`src/rtl/imm_extend_pipe.sv`:
```
`default_nettype none
// ============================================================================
// Module   : imm_extend_pipe
// Brief    : Immediate extender feeding a 2-entry (head + skid) output buffer.
// Revision : 1.0 - initial release
// ============================================================================
module imm_extend_pipe #(
    parameter int IN_W  = 16,
    parameter int OUT_W = 32
) (
    input  logic             clk,
    input  logic             reset,
    input  logic             flush,
    input  logic [IN_W-1:0]  immediate,
    input  logic [1:0]       mode,
    input  logic             in_valid,
    output logic             in_ready,
    output logic [OUT_W-1:0] output_imm,
    output logic             out_valid,
    input  logic             out_ready,
    output logic [1:0]       occupancy
);

    localparam int         C_EXT_W    = OUT_W - IN_W;
    localparam logic [1:0] C_ST_EMPTY = 2'd0;
    localparam logic [1:0] C_ST_ONE   = 2'd1;
    localparam logic [1:0] C_ST_TWO   = 2'd2;

    logic [1:0]       r_state;
    logic [1:0]       w_state_nxt;
    logic [OUT_W-1:0] r_head;
    logic [OUT_W-1:0] r_skid;
    logic [OUT_W-1:0] w_sext;
    logic [OUT_W-1:0] w_ext;
    logic             w_push;
    logic             w_pop;
    logic             w_load_head_in;
    logic             w_load_head_skid;
    logic             w_load_skid;

    // Extension happens before storage so both registers hold final results.
    assign w_sext = {{C_EXT_W{immediate[IN_W-1]}}, immediate};

    always_comb begin
        w_ext = '0;
        case (mode)
            2'b00:   w_ext = {{C_EXT_W{1'b0}}, immediate};
            2'b01:   w_ext = w_sext;
            2'b10:   w_ext = {immediate, {C_EXT_W{1'b0}}};
            default: w_ext = {w_sext[OUT_W-3:0], 2'b00};
        endcase
    end

    assign w_push = in_valid && in_ready;
    assign w_pop  = out_valid && out_ready;

    always_ff @(posedge clk) begin
        if (reset || flush) begin
            r_state <= C_ST_EMPTY;
        end else begin
            r_state <= w_state_nxt;
        end
    end

    always_comb begin
        w_state_nxt      = r_state;
        w_load_head_in   = 1'b0;
        w_load_head_skid = 1'b0;
        w_load_skid      = 1'b0;
        in_ready         = 1'b1;
        out_valid        = 1'b0;
        occupancy        = 2'd0;
        case (r_state)
            C_ST_EMPTY: begin
                if (w_push) begin
                    w_state_nxt    = C_ST_ONE;
                    w_load_head_in = 1'b1;
                end
            end
            C_ST_ONE: begin
                out_valid = 1'b1;
                occupancy = 2'd1;
                if (w_push && w_pop) begin
                    w_load_head_in = 1'b1;
                end else if (w_push) begin
                    w_state_nxt = C_ST_TWO;
                    w_load_skid = 1'b1;
                end else if (w_pop) begin
                    w_state_nxt = C_ST_EMPTY;
                end
            end
            C_ST_TWO: begin
                in_ready  = 1'b0;
                out_valid = 1'b1;
                occupancy = 2'd2;
                if (w_pop) begin
                    w_state_nxt      = C_ST_ONE;
                    w_load_head_skid = 1'b1;
                end
            end
            default: begin
                w_state_nxt = C_ST_EMPTY;
            end
        endcase
    end

    // Flush clears the data like reset so a drained buffer reads back as zero.
    always_ff @(posedge clk) begin
        if (reset || flush) begin
            r_head <= '0;
            r_skid <= '0;
        end else begin
            if (w_load_head_in) begin
                r_head <= w_ext;
            end else if (w_load_head_skid) begin
                r_head <= r_skid;
            end
            if (w_load_skid) begin
                r_skid <= w_ext;
            end
        end
    end

    assign output_imm = r_head;

endmodule
`default_nettype wire

```
`config.mk`:
```
export PLATFORM = sky130hd
export DESIGN_NAME = imm_extend_pipe
export DESIGN_NICKNAME = d
export VERILOG_FILES = /design/src/rtl/imm_extend_pipe.sv
export SDC_FILE = /design/constraint.sdc
export NUM_CORES = 1
export LEC_CHECK = 0
export CELL_PAD_IN_SITES_DETAIL_PLACEMENT = 1
export CELL_PAD_IN_SITES_GLOBAL_PLACEMENT = 1
export CORE_MARGIN = 2
export CORE_UTILIZATION = 39
export DETAILED_ROUTE_END_ITERATION = 10
export GPL_ROUTABILITY_DRIVEN = 0
export PLACE_DENSITY_LB_ADDON = 0.1
export SLEW_MARGIN = 20
export SYNTH_ARGS = -nofsm -noshare
export SYNTH_HDL_FRONTEND = slang
export SYNTH_SLANG_ARGS = --single-unit
```
`constraint.sdc`:
```
create_clock -name clk -period 2.25 [get_ports clk]
set_clock_uncertainty 0.1 [all_clocks]
set_input_delay 0.45 -clock clk [delete_from_list [all_inputs] [get_ports clk]]
set_output_delay 0.45 -clock clk [all_outputs]
set_load 0.01 [all_outputs]
```
=== Word level (Yosys, flattened, before mapping) ===
Index checks and enable logic that the tools add are counted.

* Mux-type cells: 19
* Reductions and logical operators: 9
* Equal/unequal tests: 8

{| class="wikitable"
|+ Operators with widths
! cell !! count
|-
| one-hot mux 32 bit (3 select lines) || 1
|-
| two-way mux 32 bit || 2
|-
| two-way mux 2 bit || 5
|-
| two-way mux 1 bit || 8
|-
| != test 2 bit, second input constant || 3
|-
| one-hot mux 2 bit (3 select lines) || 1
|-
| == test 2 x 1 -> 1 bit, second input constant || 2
|-
| == test 2 bit, second input constant || 2
|-
| zero test 2 bit || 2
|-
| one-hot mux 2 bit (2 select lines) || 1
|-
| AND reduction 4 bit || 1
|-
| logical AND 1 bit || 3
|-
| != test 3 bit, second input constant || 1
|-
| one-hot mux 1 bit (2 select lines) || 1
|-
| nonzero test 2 bit || 1
|-
| OR reduction 2 bit || 1
|-
| logical OR 1 bit || 1
|}

* Input port bits: 23
* Logic and storage cells: 39
* Register bits: 66

=== Longest topological paths before layout ===
Gate-level depths: netlist (run 1).

* Word-level depth: 8
* Depth in mapped cells: 8
* Depth with buffers taken out: 6

=== Worst setup path after synthesis (run 1) ===
No wires, ideal clock.

* Kind: flip-flop to flip-flop
* Start: register r_state[0]
* End: register r_state[0]
* Period minus slack after synthesis: 1.916 ns
* Arrival time: 1.720 ns
* Slack: 0.334 ns
* Data required time: 2.054 ns
* Buffers on the path: 0
* Stages on the path, launching flop included: 7
* Library setup time: 0.096 ns
* Cell sequence: dfxtp_1 -> inv_1 -> ha_1 -> and3_1 -> mux2_4 -> or2_1 -> o41ai_2

* Longest elaborated chain between the ends: 7
* Elaborated cells on any way between the ends: 17

{| class="wikitable"
|+ RTL lines
! what !! line !! text
|-
| start, declared || 29 || <nowiki>logic [1:0] r_state;</nowiki>
|-
| start signal, assigned || 61 || <nowiki>r_state <= w_state_nxt;</nowiki>
|-
| == test 2 bit or == test 2 x 1 -> 1 bit (tied branches) || 73 || <nowiki>case (r_state)</nowiki>
|-
| OR reduction 2 bit (no source line) (*) || - ||
|-
| two-way mux 1 bit (*) || 73 ||
|-
| via out_valid || 19 || <nowiki>output logic out_valid,</nowiki>
|-
| logical AND 1 bit (*) || 55 || <nowiki>assign w_pop = out_valid && out_ready;</nowiki>
|-
| logical AND 1 bit || 83 || <nowiki>if (w_push && w_pop) begin</nowiki>
|-
| != test 2 bit (no source line) || - ||
|-
| AND reduction 4 bit (no source line) (*) || - ||
|}

The timed path passes the listed nets; every way through them passes the cells marked *. The select of a mux whose other input is x is not followed.
A chain may end at the register's enable or synchronous reset.

=== Worst setup path in the final report (run 1) ===
* Start: register r_state[0]
* End: output in_ready

* Longest elaborated chain between the ends: 2

{| class="wikitable"
|+ RTL lines
! what !! line !! text
|-
| == test 2 bit || 73 ||
|-
| two-way mux 1 bit || 73 ||
|-
| end, declared || 17 || <nowiki>output logic in_ready,</nowiki>
|}

Every way passes these cells.

==> results.sh, run 1 <==
export IMPL_outcome="complete, no violations"
export IMPL_finalPower_w=0.002856
export IMPL_cp_data_required_time_ps=1700
export IMPL_synthTopCellsByArea="dfxtp_1 44%, a211oi_1 16%, mux2_2 11%, nor2_1 8.2%, a22oi_1 3.3%"
export IMPL_yosysMostFrequentCell="dfxtp_1"
export IMPL_rows=31
export IMPL_critical_path_top_delay_family="buffers and inverters"
export IMPL_cpPeakStageDelay_ps=530
export IMPL_setup_tns_final_ps=0
export IMPL_vias=2583
export IMPL_synth_async_reset_ratio_pct=0
export IMPL_swShare_pct=24.78
export IMPL_antenna_found_initial=0
export IMPL_vdd_ir_drop_worst_mv=0.3561
export IMPL_post_route_min_period_ps=2157
export IMPL_wl_per_cell_um=16.44
export IMPL_fillers=821
export IMPL_final_max_slew_viol_count=0
export IMPL_cts_buffer_depth=2
export IMPL_cts_hold_buf=0
export IMPL_pwr_share_clk_pct=42.3
export IMPL_cpMaxStageDelayCell="clkdlybuf4s50_1"
export IMPL_ys_ff_latch=66
export IMPL_crit_type="register to output pin"
export IMPL_final_nets=403
export IMPL_clock_latency_ps=330
export IMPL_synth_nets=346
export IMPL_synth_cells=319
export IMPL_port_buffers=58
export IMPL_cts_sinks=66
export IMPL_clk_pin_slew_ps=70
export IMPL_holdCritPathClass="register to register"
export IMPL_grt_max_degree=38
export IMPL_numCtsBuffers=9
export IMPL_die_w_um=91.49
export IMPL_yosys_top_cells_count="66 x dfxtp_1, 65 x nor2_1, 62 x a211oi_1"
export IMPL_drive_above_1_share_pct=18.37
export IMPL_hold_viol=0
export IMPL_setup_violations=0
export IMPL_drt_iter0_markers=112
export IMPL_core_sq_um=7331
export IMPL_holdWs_ps=397.8
export IMPL_power_switching_w=0.0007079
export IMPL_grt_setup_unrepaired="no"
export IMPL_post_drt_via_cell_ratio=5.381
export IMPL_critPathMostFrequentCell="inv_1"
export IMPL_synth_warnings=0
export IMPL_seq_area_sq_um=1323
export IMPL_worst_slew_pin_slew_ps=397.9
export IMPL_grt_remaining_overflow=0
export IMPL_route_detailed_drc=0
export IMPL_synth_top_cell_area_share_pct=44.26
export IMPL_cts_tree="yes"
export IMPL_synth_cell_types=29
export IMPL_die_height_um=91.49
export IMPL_p_leak_nw=1.443
export IMPL_critical_path_startpoint_type="register"
export IMPL_worst_path_buf_inv=3
export IMPL_dr_pass1_iters=4
export IMPL_relSlewSlack_pct=73.47
export IMPL_grt_first_pass_wirelength_um=13080
export IMPL_num_antenna_cells=0
export IMPL_finalCritPeriodShare_pct=95.85
export IMPL_crit_chain="inv_1 -> ha_2 -> inv_1 -> clkdlybuf4s50_1"
export IMPL_worstPathMaxFanout=6
export IMPL_pwr_share_comb_pct=14.7
export IMPL_multi_input_area_sq_um=1530
export IMPL_yosysTopAreaCell="dfxtp_1"
export IMPL_totalWireLength_um=7893
export IMPL_route_antenna_remaining_nets=0
export IMPL_internal_power_w=0.002149
export IMPL_max_cap_viol_count=0
export IMPL_synthesis_area_sq_um=2985
export IMPL_fmax_mhz=463.7
export IMPL_syn_to_final_growth_pct=33.74
export IMPL_grt_pass1_vias=2594
export IMPL_cts_htree_levels=3
export IMPL_synthFlopType="dfxtp_1"
export IMPL_cts_root_buf="clkbuf_8"
export IMPL_seq_area_frac_synth_pct=44.26
export IMPL_grt_total_usage_pct=19.58
export IMPL_powerDensity_nw_per_um2=715.4
export IMPL_start_util_pct=40.72
export IMPL_ios=59
export IMPL_p_seq_share_pct=43.0
export IMPL_die_area_sq_um=8370
export IMPL_synth_edff_count=0
export IMPL_cp_end_kind="output pin"
export IMPL_avgSynthCellArea_sq_um=9.359
export IMPL_cp_arrival_ps=1610
export IMPL_dp_hpwl_um=5587
[flip-flops by register name, indices dropped and copies added, names as in the netlist]
register / count
r_skid: 32
r_state: 2
output_imm: 32
[area by class of cell]
cell class | count | share of cell area, %
Tap cell | 99 | 3.102
Inverter | 5 | 0.4701
Clock inverter | 6 | 2.883
Multi-Input combinational cell | 221 | 38.33
Timing Repair Buffer | 73 | 18.90
Clock buffer | 10 | 3.196
Sequential cell | 66 | 33.12
[tightest hold or removal path: stages, from the launching register on]
cell	delay (ps)
dfxtp_1	330
mux2i_1	60
nor2_1	70
[power by group through the flow]
stage / Combinational (W) / Sequential [W] / Clock [W]
6_report: 0.000421 / 0.00123 / 0.00121
3_3_place_gp: 0.000410 / 0.00125 / 0
5_1_grt: 0.000461 / 0.00123 / 0.00128
4_1_cts: 0.000424 / 0.00123 / 0.00124
2_1_floorplan: 0.000216 / 0.00126 / 0
3_5_place_dp: 0.000421 / 0.00126 / 0
[metrics by stage]
step	cell area [sq um]	worst slack [ps]	cells	utilization (%)
after floorplan	2985	334.4	319	-
after detailed placement	3745	-0.5849	464	51.08
final	3993	93.37	480	54.46
after global placement	3745	93.02	464	51.08
after global routing	3993	41.13	480	54.46
after CTS	3990	17.11	480	54.43
[layout by cell type (no fill, tap or decap), types with 2 or more instances in the layout]
master,n
nor2b_1,3
bufinv_16,3
mux2_2,30
ha_2,2
buf_12,5
buf_4,10
clkbuf_8,9
and3_1,4
a21oi_1,17
clkinv_4,2
mux2i_1,5
a22oi_1,13
ha_1,2
nor2_1,65
inv_1,5
clkdlybuf4s50_1,57
o211ai_1,2
dfxtp_1,65
and2_1,2
a211oi_1,62
o21ai_0,2
[routing by layer]
layer | track usage [%] | share of wire (%)
met5 | 0 | 0
met4 | 6.439 | 1.3
met3 | 3.320 | 3.6
met2 | 31.74 | 47
met1 | 26.41 | 48
[worst paths after layout]
kind / startpoint / end / slack [ps] / depth (start not counted)
hold / removal: r_skid[0]$_SDFFE_PP0P_ / r_skid[0]$_SDFFE_PP0P_ / 400 / 2
hold reg to reg: r_skid[0]$_SDFFE_PP0P_ / r_skid[0]$_SDFFE_PP0P_ / 400 / 2
setup / recovery: r_state[0]$_SDFFE_PP0P_ / in_ready / 90 / 4
setup reg to reg: r_state[1]$_SDFFE_PP0P_ / r_state[0]$_SDFFE_PP0P_ / 250 / 6
[cell families after synthesis]
group           after synthesis  share of synthesized area [%]
compound gates              100                          23.93
simple gates                 81                          11.69
flops                        66                          44.26
mux                          36                          13.50
buf+inv                      32                          4.946
fa+ha+maj                     4                          1.677
[what timing repair did]
action / 4_1_cts / 5_1_grt
buffers inserted: 0 / 0
endpoints found under the hold margin: 0 / 0
setup endpoints to repair: 2 / 1
resized for setup: 3 / 1
Note: power is estimated with default switching activity, not from simulation.
==> run 2: changes to the inputs <==
--- a/config.mk
+++ b/config.mk
@@ -8,9 +8,9 @@
 export CELL_PAD_IN_SITES_DETAIL_PLACEMENT = 1
 export CELL_PAD_IN_SITES_GLOBAL_PLACEMENT = 1
 export CORE_MARGIN = 2
-export CORE_UTILIZATION = 39
+export CORE_UTILIZATION = 42
 export DETAILED_ROUTE_END_ITERATION = 10
-export GPL_ROUTABILITY_DRIVEN = 0
+export GPL_ROUTABILITY_DRIVEN = 1
 export PLACE_DENSITY_LB_ADDON = 0.1
 export SLEW_MARGIN = 20
 export SYNTH_ARGS = -nofsm -noshare
==> constraint.sdc (replaced) <==
create_clock -name clk -period 2.7 [get_ports clk]
set_clock_uncertainty 0.1 [all_clocks]
set_input_delay 0.54 -clock clk [delete_from_list [all_inputs] [get_ports clk]]
set_output_delay 0.54 -clock clk [all_outputs]
set_load 0.01 [all_outputs]
==> run 2 against run 1 <==
Flip-flop and latch count unchanged. Global-route usage rose by 1.7 points. Setup slack better by 160 ps. Clock power fell by 23%. First-iteration DRC count decreased by 22%. Register-to-register slack improved by 360 ps. Clock-buffer cell count up 2. Die area fell by 6.8%. Sequential share of layout area increased by 0.92 points. Sequential power shrank 17%.
==> results.sh, run 2 (synthesis results as in run 1) <==
export IMPL_outcome="complete, no violations"
export IMPL_cpMaxStageDelayCell="clkdlybuf4s50_1"
export IMPL_endpoint="out_valid"
export IMPL_dp_hpwl_um=5355
export IMPL_critical_path_top_delay_family="buffers and inverters"
export IMPL_p_seq_share_pct=44.7
export IMPL_wl_per_cell_um=16.67
export IMPL_startpoint="r_state[1]$_SDFFE_PP0P_"
export IMPL_drive_above_1_share_pct=15.63
export IMPL_layout_commonest_cell="dfxtp_1"
export IMPL_cts_tree="yes"
export IMPL_post_cts_buffers=0
export IMPL_die_w_um=88.31
export IMPL_vdd_ir_drop_worst_mv=0.3171
export IMPL_cpPeakStageDelay_ps=580
export IMPL_vias=2545
export IMPL_hold_viol=0
export IMPL_totalWireLength_um=7783
export IMPL_start_util_pct=43.70
export IMPL_worst_slew_pin_slew_ps=614.9
export IMPL_cts_hold_buf=0
export IMPL_cts_htree_levels=3
export IMPL_worstRegToRegCells=6
export IMPL_place_congestion=0.8147
export IMPL_grt_max_degree=62
export IMPL_finalCritPeriodShare_pct=90.46
export IMPL_worstPathMaxFanout=5
export IMPL_timing_rr_end="r_state[0]$_SDFFE_PP0P_"
export IMPL_cp_data_required_time_ps=2060
export IMPL_fillers=776
export IMPL_cp_end_kind="output pin"
export IMPL_rows=30
export IMPL_setup_tns_final_ps=0
export IMPL_cts_root_buf="clkbuf_8"
export IMPL_seq_area_sq_um=1321
export IMPL_cp_depth=3
export IMPL_crit_chain="inv_1 -> ha_1 -> clkdlybuf4s50_1"
export IMPL_clock_latency_ps=330
export IMPL_setup_violations=0
export IMPL_crit_type="register to output pin"
export IMPL_cp_arrival_ps=1800
export IMPL_rr_startpoint="r_state[1]$_SDFFE_PP0P_"
export IMPL_antenna_found_initial=0
export IMPL_fmax_mhz=409.4
export IMPL_min_from="r_skid[12]$_SDFFE_PP0P_"
export IMPL_route_detailed_drc=0
export IMPL_relSlewSlack_pct=58.96
export IMPL_cts_sinks=66
export IMPL_ctsResizeCount=0
export IMPL_dr_pass1_iters=5
export IMPL_die_area_sq_um=7799
export IMPL_clk_pin_slew_ps=70
export IMPL_port_buffers=58
export IMPL_pwr_share_clk_pct=40.8
export IMPL_post_route_min_period_ps=2442
export IMPL_p_leak_nw=1.392
export IMPL_syn_to_final_growth_pct=30.01
export IMPL_grt_setup_unrepaired="no"
export IMPL_power_switching_w=0.0005476
export IMPL_dp_cells=453
export IMPL_multi_input_area_sq_um=1525
export IMPL_swShare_pct=23.87
export IMPL_internal_power_w=0.001746
export IMPL_holdCritPathClass="register to register"
export IMPL_fin_area_sq_um=3881
export IMPL_post_drt_via_cell_ratio=5.450
export IMPL_max_cap_viol_count=0
export IMPL_rrSetupSlack_ps=610
export IMPL_post_dp_cell_area_sq_um=3656
export IMPL_final_max_slew_viol_count=0
export IMPL_holdWs_ps=398.6
export IMPL_final_nets=395
export IMPL_grt_pass1_vias=2436
export IMPL_cts_buffer_depth=2
export IMPL_num_antenna_cells=0
export IMPL_grt_total_usage_pct=21.25
export IMPL_core_sq_um=6832
export IMPL_route_antenna_remaining_nets=0
export IMPL_worst_path_buf_inv=2
export IMPL_powerDensity_nw_per_um2=591.0
export IMPL_drt_iter0_markers=87
export IMPL_ios=59
export IMPL_numCtsBuffers=9
export IMPL_critical_path_startpoint_type="register"
export IMPL_fin_cells=467
export IMPL_mostFrequentLayoutCells="66 x dfxtp_1, 65 x nor2_1, 62 x a211oi_1"
export IMPL_die_height_um=88.31
export IMPL_grt_first_pass_wirelength_um=12590
export IMPL_grt_remaining_overflow=0
export IMPL_pwr_share_comb_pct=14.5
-- run 2: worst reg2reg max path, cell delays in order (launching register included) --
cell and delay [ps]:
dfxtp_1 390, inv_1 80, ha_1 380, and3_1 210, mux2_4 280, or2_1 230, o41ai_2 300
-- run 2: layer usage --
layer	share of wire, %	wire length, um	up-vias	track usage, %
li1	-	-	1262	-
met1	46	3609	1220	28.66
met2	48	3763	51	33.70
met3	3.8	296	12	5.410
met4	1.5	113	0	6.336
met5	0	0	-	0
-- run 2: cell type report --
type                       instances  area share, %
multi-input combinational        221          39.30
sequential                        66          34.04
timing repair buffer              65          17.28
clock buffer                      12          4.255
tap                               96          3.095
clock inverter                     2          1.547
inverter                           5         0.4836
-- run 2: worst min-delay path by stage --
stage / endpoint / cells past startpoint
detailed placement: r_skid[12]$_SDFFE_PP0P_ / 2
finish: r_skid[12]$_SDFFE_PP0P_ / 2
global route: r_skid[21]$_SDFFE_PP0P_ / 2
global placement: r_skid[1]$_SDFFE_PP0P_ / 2
floorplan: r_skid[0]$_SDFFE_PP0P_ / 2
CTS: r_skid[12]$_SDFFE_PP0P_ / 2
-- run 2: metrics by stage --
step,setup slack [ps],utilization [%],total power (W)
finish,257.6,56.81,0.002294
global route,172.8,56.81,0.002405
CTS,234.0,56.81,0.002322
detailed placement,235.6,53.52,0.001379
global placement,316.3,53.52,0.001371
floorplan,784.4,-,0.001233
-- run 2: power by group through the flow --
stage	clock network [W]	logic [W]	registers, W
floorplan	0	0.000180	0.00105
global placement	0	0.000325	0.00105
detailed placement	0	0.000333	0.00105
CTS	0.000962	0.000336	0.00102
global route	0.00101	0.000366	0.00103
finish	0.000936	0.000333	0.00102
